===== config.mk =====
export PLATFORM = sky130hd
export DESIGN_NAME = carwash_sequencer
export DESIGN_NICKNAME = d
export VERILOG_FILES = /design/src/rtl/carwash_pkg.sv /design/src/rtl/carwash_prog_rom.sv /design/src/rtl/carwash_sequencer.sv
export SDC_FILE = /design/constraint.sdc
export NUM_CORES = 1
export LEC_CHECK = 0
export CORE_ASPECT_RATIO = 0.5
export CORE_MARGIN = 4
export CORE_UTILIZATION = 61
export DETAILED_ROUTE_END_ITERATION = 8
export PLACE_DENSITY = 0.83
export SYNTH_ARGS = -nofsm -noshare
export SYNTH_HDL_FRONTEND = slang
export SYNTH_SLANG_ARGS = --single-unit
export TNS_END_PERCENT = 50

===== constraint.sdc =====
create_clock -name clk -period 5.1 [get_ports clk]
set_input_delay 1.02 -clock clk [delete_from_list [all_inputs] [get_ports clk]]
set_output_delay 1.02 -clock clk [all_outputs]
set_load 0.05 [all_outputs]

===== src/rtl/carwash_pkg.sv =====
// Shared definitions for the car-wash sequencer: step codes, program encoding,
// FSM state encoding and small select-decoding helpers.
package carwash_pkg;

    // Step codes as consumed by the seven-segment display decoder
    localparam logic [3:0] STEP_IDLE    = 4'd0;
    localparam logic [3:0] STEP_PB      = 4'd1;
    localparam logic [3:0] STEP_PE      = 4'd2;
    localparam logic [3:0] STEP_PP      = 4'd3;
    localparam logic [3:0] STEP_SCRUB_A = 4'd4;
    localparam logic [3:0] STEP_FOAM    = 4'd5;
    localparam logic [3:0] STEP_PRESOAK = 4'd6;
    localparam logic [3:0] STEP_SCRUB   = 4'd7;
    localparam logic [3:0] STEP_RINSE   = 4'd8;
    localparam logic [3:0] STEP_END     = 4'd9;
    localparam logic [3:0] STEP_WAX     = 4'd10;
    localparam logic [3:0] STEP_SCRUB_B = 4'd11;
    localparam logic [3:0] STEP_RINSE_B = 4'd12;
    localparam logic [3:0] STEP_DRY     = 4'd13;
    localparam logic [3:0] STEP_SHIELD  = 4'd14;
    localparam logic [3:0] STEP_SHINE   = 4'd15;

    typedef enum logic [1:0] {
        PROG_BASIC = 2'd0,
        PROG_EXTRA = 2'd1,
        PROG_PLAT  = 2'd2
    } prog_t;

    // FSM state encoding kept as plain constants for legacy tooling
    typedef logic [2:0] state_t;
    localparam state_t ST_IDLE  = 3'd0;
    localparam state_t ST_ARMED = 3'd1;
    localparam state_t ST_SHOW  = 3'd2;
    localparam state_t ST_RUN   = 3'd3;
    localparam state_t ST_END   = 3'd4;

    function automatic logic is_onehot3(input logic [2:0] sel);
        return (sel == 3'b001) || (sel == 3'b010) || (sel == 3'b100);
    endfunction

    // Only meaningful when sel is one-hot
    function automatic prog_t sel_to_prog(input logic [2:0] sel);
        prog_t p;
        case (sel)
            3'b010:  p = PROG_EXTRA;
            3'b100:  p = PROG_PLAT;
            default: p = PROG_BASIC;
        endcase
        return p;
    endfunction

    // Code shown during SHOW identifies the selected program
    function automatic logic [3:0] show_code(input prog_t p);
        logic [3:0] c;
        case (p)
            PROG_EXTRA: c = STEP_PE;
            PROG_PLAT:  c = STEP_PP;
            default:    c = STEP_PB;
        endcase
        return c;
    endfunction

endpackage


===== src/rtl/carwash_prog_rom.sv =====
// Program ROM: maps (program, RUN index) to a step code and a last-step flag.
// SHOW and END codes are not stored here; the index covers the RUN steps only.
module carwash_prog_rom
    import carwash_pkg::*;
(
    input  prog_t      i_prog,
    input  logic [3:0] i_index,
    output logic [3:0] o_code,
    output logic       o_last
);

    // Combinational lookup; unused indices map to IDLE and force the exit to END
    always_comb begin
        o_code = STEP_IDLE;
        o_last = 1'b1;
        case (i_prog)
            PROG_BASIC: begin
                case (i_index)
                    4'd0:    begin o_code = STEP_FOAM;  o_last = 1'b0; end
                    4'd1:    begin o_code = STEP_SCRUB; o_last = 1'b0; end
                    4'd2:    begin o_code = STEP_RINSE; o_last = 1'b1; end
                    default: begin o_code = STEP_IDLE;  o_last = 1'b1; end
                endcase
            end
            PROG_EXTRA: begin
                case (i_index)
                    4'd0:    begin o_code = STEP_PRESOAK; o_last = 1'b0; end
                    4'd1:    begin o_code = STEP_SCRUB;   o_last = 1'b0; end
                    4'd2:    begin o_code = STEP_FOAM;    o_last = 1'b0; end
                    4'd3:    begin o_code = STEP_SCRUB_A; o_last = 1'b0; end
                    4'd4:    begin o_code = STEP_RINSE;   o_last = 1'b1; end
                    default: begin o_code = STEP_IDLE;    o_last = 1'b1; end
                endcase
            end
            PROG_PLAT: begin
                case (i_index)
                    4'd0:    begin o_code = STEP_PRESOAK; o_last = 1'b0; end
                    4'd1:    begin o_code = STEP_SCRUB;   o_last = 1'b0; end
                    4'd2:    begin o_code = STEP_FOAM;    o_last = 1'b0; end
                    4'd3:    begin o_code = STEP_SCRUB_A; o_last = 1'b0; end
                    4'd4:    begin o_code = STEP_RINSE;   o_last = 1'b0; end
                    4'd5:    begin o_code = STEP_WAX;     o_last = 1'b0; end
                    4'd6:    begin o_code = STEP_SCRUB_B; o_last = 1'b0; end
                    4'd7:    begin o_code = STEP_RINSE_B; o_last = 1'b0; end
                    4'd8:    begin o_code = STEP_DRY;     o_last = 1'b0; end
                    4'd9:    begin o_code = STEP_SHIELD;  o_last = 1'b0; end
                    4'd10:   begin o_code = STEP_SHINE;   o_last = 1'b1; end
                    default: begin o_code = STEP_IDLE;    o_last = 1'b1; end
                endcase
            end
            default: begin
                o_code = STEP_IDLE;
                o_last = 1'b1;
            end
        endcase
    end

endmodule


===== src/rtl/carwash_sequencer.sv =====
// Car-wash step sequencer: takes payment and a one-hot program select, then
// walks the display step code through the program with a fixed dwell per step.
// Optional feature macro: CARWASH_PAUSE_EN adds a 'pause' input that freezes
// the step timing while a wash is in progress.
module carwash_sequencer
    import carwash_pkg::*;
#(
    parameter int unsigned TICK_DIV   = 50_000_000,
    parameter int unsigned STEP_TICKS = 3
) (
    input  logic       clk,
    input  logic       rst_n,
    input  logic       pay,
    input  logic       start,
    input  logic       abort,
`ifdef CARWASH_PAUSE_EN
    input  logic       pause,
`endif
    input  logic [2:0] prog_sel,
    output logic [3:0] step_code,
    output logic       busy,
    output logic       credit,
    output logic       done,
    output logic       err
);

    localparam int unsigned TICK_W  = $clog2(TICK_DIV);
    localparam int unsigned DWELL_W = $clog2(STEP_TICKS + 1);
    localparam logic [TICK_W-1:0]  TICK_LAST  = TICK_W'(TICK_DIV - 1);
    localparam logic [DWELL_W-1:0] DWELL_LAST = DWELL_W'(STEP_TICKS - 1);

    state_t              r_state;
    prog_t               r_prog;
    logic [3:0]          r_index;
    logic [TICK_W-1:0]   r_tick_cnt;
    logic [DWELL_W-1:0]  r_dwell_cnt;
    logic                r_pay_q;
    logic                r_start_q;
    logic                r_done;
    logic                r_err;

    state_t              w_state_nxt;
    prog_t               w_prog_nxt;
    logic [3:0]          w_index_nxt;
    logic [TICK_W-1:0]   w_tick_nxt;
    logic [DWELL_W-1:0]  w_dwell_nxt;
    logic                w_done_nxt;
    logic                w_err_nxt;
    logic                w_pay_rise;
    logic                w_start_rise;
    logic                w_active;
    logic                w_hold;
    logic                w_adv_en;
    logic                w_tick;
    logic                w_step_done;
    logic [3:0]          w_rom_code;
    logic                w_rom_last;

    assign w_pay_rise   = pay & ~r_pay_q;
    assign w_start_rise = start & ~r_start_q;
    assign w_active     = (r_state == ST_SHOW) || (r_state == ST_RUN) || (r_state == ST_END);

`ifdef CARWASH_PAUSE_EN
    assign w_hold = pause;
`else
    assign w_hold = 1'b0;
`endif

    assign w_adv_en    = w_active & ~w_hold;
    assign w_tick      = w_adv_en && (r_tick_cnt == TICK_LAST);
    assign w_step_done = w_tick && (r_dwell_cnt == DWELL_LAST);

    carwash_prog_rom u_rom (
        .i_prog  (r_prog),
        .i_index (r_index),
        .o_code  (w_rom_code),
        .o_last  (w_rom_last)
    );

    // Tick/dwell timing: runs only while a wash is active and not held
    always_comb begin
        w_tick_nxt  = r_tick_cnt;
        w_dwell_nxt = r_dwell_cnt;
        if (!w_active || abort) begin
            w_tick_nxt  = '0;
            w_dwell_nxt = '0;
        end else if (w_adv_en) begin
            w_tick_nxt = w_tick ? '0 : r_tick_cnt + 1'b1;
            if (w_tick) begin
                w_dwell_nxt = (r_dwell_cnt == DWELL_LAST) ? '0 : r_dwell_cnt + 1'b1;
            end
        end
    end

    // FSM next state, program latch, step index and event pulses
    always_comb begin
        w_state_nxt = r_state;
        w_prog_nxt  = r_prog;
        w_index_nxt = r_index;
        w_done_nxt  = 1'b0;
        w_err_nxt   = 1'b0;
        case (r_state)
            ST_IDLE: begin
                // A start arriving with the pay edge is deliberately dropped
                if (w_pay_rise) w_state_nxt = ST_ARMED;
            end
            ST_ARMED: begin
                if (w_start_rise) begin
                    if (is_onehot3(prog_sel)) begin
                        w_prog_nxt  = sel_to_prog(prog_sel);
                        w_index_nxt = 4'd0;
                        w_state_nxt = ST_SHOW;
                    end else begin
                        w_err_nxt = 1'b1;
                    end
                end
            end
            ST_SHOW: begin
                if (w_step_done) begin
                    w_index_nxt = 4'd0;
                    w_state_nxt = ST_RUN;
                end
            end
            ST_RUN: begin
                if (w_step_done) begin
                    if (w_rom_last) w_state_nxt = ST_END;
                    else            w_index_nxt = r_index + 4'd1;
                end
            end
            ST_END: begin
                if (w_step_done) begin
                    w_index_nxt = 4'd0;
                    w_done_nxt  = 1'b1;
                    w_state_nxt = ST_IDLE;
                end
            end
            default: begin
                w_index_nxt = 4'd0;
                w_state_nxt = ST_IDLE;
            end
        endcase
        // Abort overrides every other event, including a same-cycle done
        if (abort) begin
            w_state_nxt = ST_IDLE;
            w_index_nxt = 4'd0;
            w_done_nxt  = 1'b0;
            w_err_nxt   = 1'b0;
        end
    end

    // State registers with asynchronous active-low reset
    always_ff @(posedge clk or negedge rst_n) begin
        if (!rst_n) begin
            r_state     <= ST_IDLE;
            r_prog      <= PROG_BASIC;
            r_index     <= 4'd0;
            r_tick_cnt  <= '0;
            r_dwell_cnt <= '0;
            r_pay_q     <= 1'b0;
            r_start_q   <= 1'b0;
            r_done      <= 1'b0;
            r_err       <= 1'b0;
        end else begin
            r_state     <= w_state_nxt;
            r_prog      <= w_prog_nxt;
            r_index     <= w_index_nxt;
            r_tick_cnt  <= w_tick_nxt;
            r_dwell_cnt <= w_dwell_nxt;
            r_pay_q     <= pay;
            r_start_q   <= start;
            r_done      <= w_done_nxt;
            r_err       <= w_err_nxt;
        end
    end

    // Display code decoded from the current state
    always_comb begin
        step_code = STEP_IDLE;
        case (r_state)
            ST_SHOW: step_code = show_code(r_prog);
            ST_RUN:  step_code = w_rom_code;
            ST_END:  step_code = STEP_END;
            default: step_code = STEP_IDLE;
        endcase
    end

    assign busy   = w_active;
    assign credit = (r_state == ST_ARMED);
    assign done   = r_done;
    assign err    = r_err;

endmodule


==> run metrics <==
status=finished clean; Clock Latency Late Sink=300 ps; Distinct cells, synth=52; Die Area=5250 um2; Synth Warn #=0; DP Wirelength=between 3000 and 4000 um; worst vdd rail ir drop=0.000250 V; Relative slew margins=38.0%; number of I/O port buffers=15; antenna violations before repair=0; Leak=~0.0011 uW; commonest non-fill, non-tap cell in the layout=dfrtp_1; clk slew on worst S/H paths=around 90 ps; crit share post-route=72.2%; Worst Tran Pin Value=930 ps; Max Slew Vio Count=0; GP Congestion=0.913; pwr/cell area=344 nW/um2; area delta synth->final=11.7%; RSZ-0062 raised after global routing=no; ys flop type=dfrtp_1; FP Rows=16; Detailed Route WL=5240 um; Setup WS pre-CTS=1810 ps; Final min period=about 3700 ps; initial core utilization=a little under two thirds; most frequent cells in the layout=41 x dfrtp_1, 37 x nor2_1, 21 x nand2_1, 14 x clkdlybuf4s50_1, 13 x xnor2_1; nets=306; maximum number of pins on one net before global-route repair=42; vias per std cell=roughly 6; Fmax=~270 MHz; largest fanout on the critical path=7; die height=between 50 and 60 um; Max Root-Sink Buffers=2; sequential-to-total area share from yosys stat=41.0%; Hold Path Class=reg -> reg; H-tree levels=2; Syn Area/Cell=between 9 and 10 um2; setup TNS=0 ps; Hold Vio Cnt, Final=0; DRT Pass-1 Iters=4; startpoint types=register; ys async rst share=100%; Fill cells=approximately 310; vias in the first global route=2032; first-pass GRT wire length=9080 um; num ports=16; overflow left after global routing=0; Total GRT Usage=22.0%; flop2flop setup slack=2290 ps; CTS resizes=0; ratio of cells with drive above 1 in the final layout=5.21%; Final WS setup=between 1000 and 1500 ps; drc violations=0; hold_buf cts=0; Post-CTS Repair Setup Buffers=0; Crit Path Category=reg -> out; Worst Path Required=4080 ps; Setup-failing EPs final=0; Post-synth EDFFs=0; DR vias=2030; clk sinks=41; max_cap viols=0; CTS buffer count=5; WL/cell=15.3 um; Worst Skew=11.9 ps; Worst setup EP type=output port; Antenna diodes=0; CTS tree=done; Root Driver=clkbuf_8; post-synthesis instance total=approximately 270; arrival time of the worst setup path=2660 ps; Syn Std Cell Area=2500 um2; FF+latch count, synth=41; core area=3920 um2; die span in x=98.6 um; DR iter-0 viols=98; antenna-violating nets left=0; syn nets=between 200 and 300
sequential cells by signal, indices dropped and copies added (netlist names):
name,flops
r_prog,2
r_start_q,1
r_dwell_cnt,2
err,1
r_pay_q,1
r_tick_cnt,26
r_index,4
done,1
r_state,3
per-layer routing:
metal | part of all wire, % | routed length, um | global-route usage [%]
met1 | 46 | 2420 | 25.8
met2 | 48 | 2530 | 39.7
met3 | 4.1 | 214 | 5.26
met4 | 1.4 | 74 | 8.84
met5 | 0 | 0 | 0
stage by stage:
step / hold WS, ps / cell area, um2 / util (%) / power [uW] / cells
finish: 481 / 2790 / 71.2 / 960 / 342
detailed placement: 475 / 2680 / 68.3 / 694 / 334
global placement: 446 / 2680 / 68.3 / 686 / 334
floorplan: 433 / 2500 / - / 606 / 274
global route: 513 / 2790 / 71.2 / 1010 / 342
CTS: 487 / 2790 / 71.2 / 964 / 342
power by group:
part           internal, uW  total [uW]  switching [uW]
combinational           113         315             203
sequential              344         373            28.9
clock                   147         271             124
layout make-up:
cell class	instances	area, um2	share of cell area, %
multi-input cells	217	1420	50.7
clock buffers	5	68.8	2.46
clock inverters	3	43.8	1.57
flip-flops and latches	41	1030	36.7
repair buffers	15	145	5.19
well taps	54	67.6	2.42
inverters	7	26.3	0.940
logic make-up after synthesis:
group	count (synthesis)	share of synthesized area [%]
xor gates and xnor gates	25	8.75
muxes	5	2.10
and+or+nand+nor	131	27.8
adders and majority gates	11	5.50
DFF	41	41.0
buffers and inverters	16	2.40
AOI/OAI and AO/OA	45	12.5
final timing paths:
kind,startpoint,to,cells past startpoint
max,r_index[1],step_code[3],7
min,r_tick_cnt[0],r_tick_cnt[0],1
max reg2reg,r_tick_cnt[0],r_index[3],6
min reg2reg,r_tick_cnt[0],r_tick_cnt[0],1
max in group asynchronous,rst_n,done,1
min in group asynchronous,rst_n,r_tick_cnt[25],1
Yosys cell counts (all sizes together) (3+ instances only):
cell	n	area share [%]
dfrtp	41	41
nor2	37	5.5
nand2	21	3.2
xnor2	13	4.6
a21oi	12	2.5
nand3	12	2.4
xor2	12	4.2
ha	11	5.5
o21ai	10	2.5
clkbuf	8	1.2
nand2b	8	2.0
nor3	8	1.6
inv	7	1.1
nand4	7	2.0
nor4	7	1.7
and2	5	1.3
and3	4	1.0
nor3b	4	1.2
and4	3	1.1
mux2i	3	1.2
nor2b	3	0.75
o211ai	3	0.90
or3b	3	1.2
worst max-delay path: stages (launching register included):
cell and delay, ps:
dfrtp_1 460, inv_1 160, ha_1 260, a21oi_1 90, a211oi_1 260, a21oi_1 70
o31ai_1 220, clkdlybuf4s50_1 840
(Power assumes the default switching activity.)
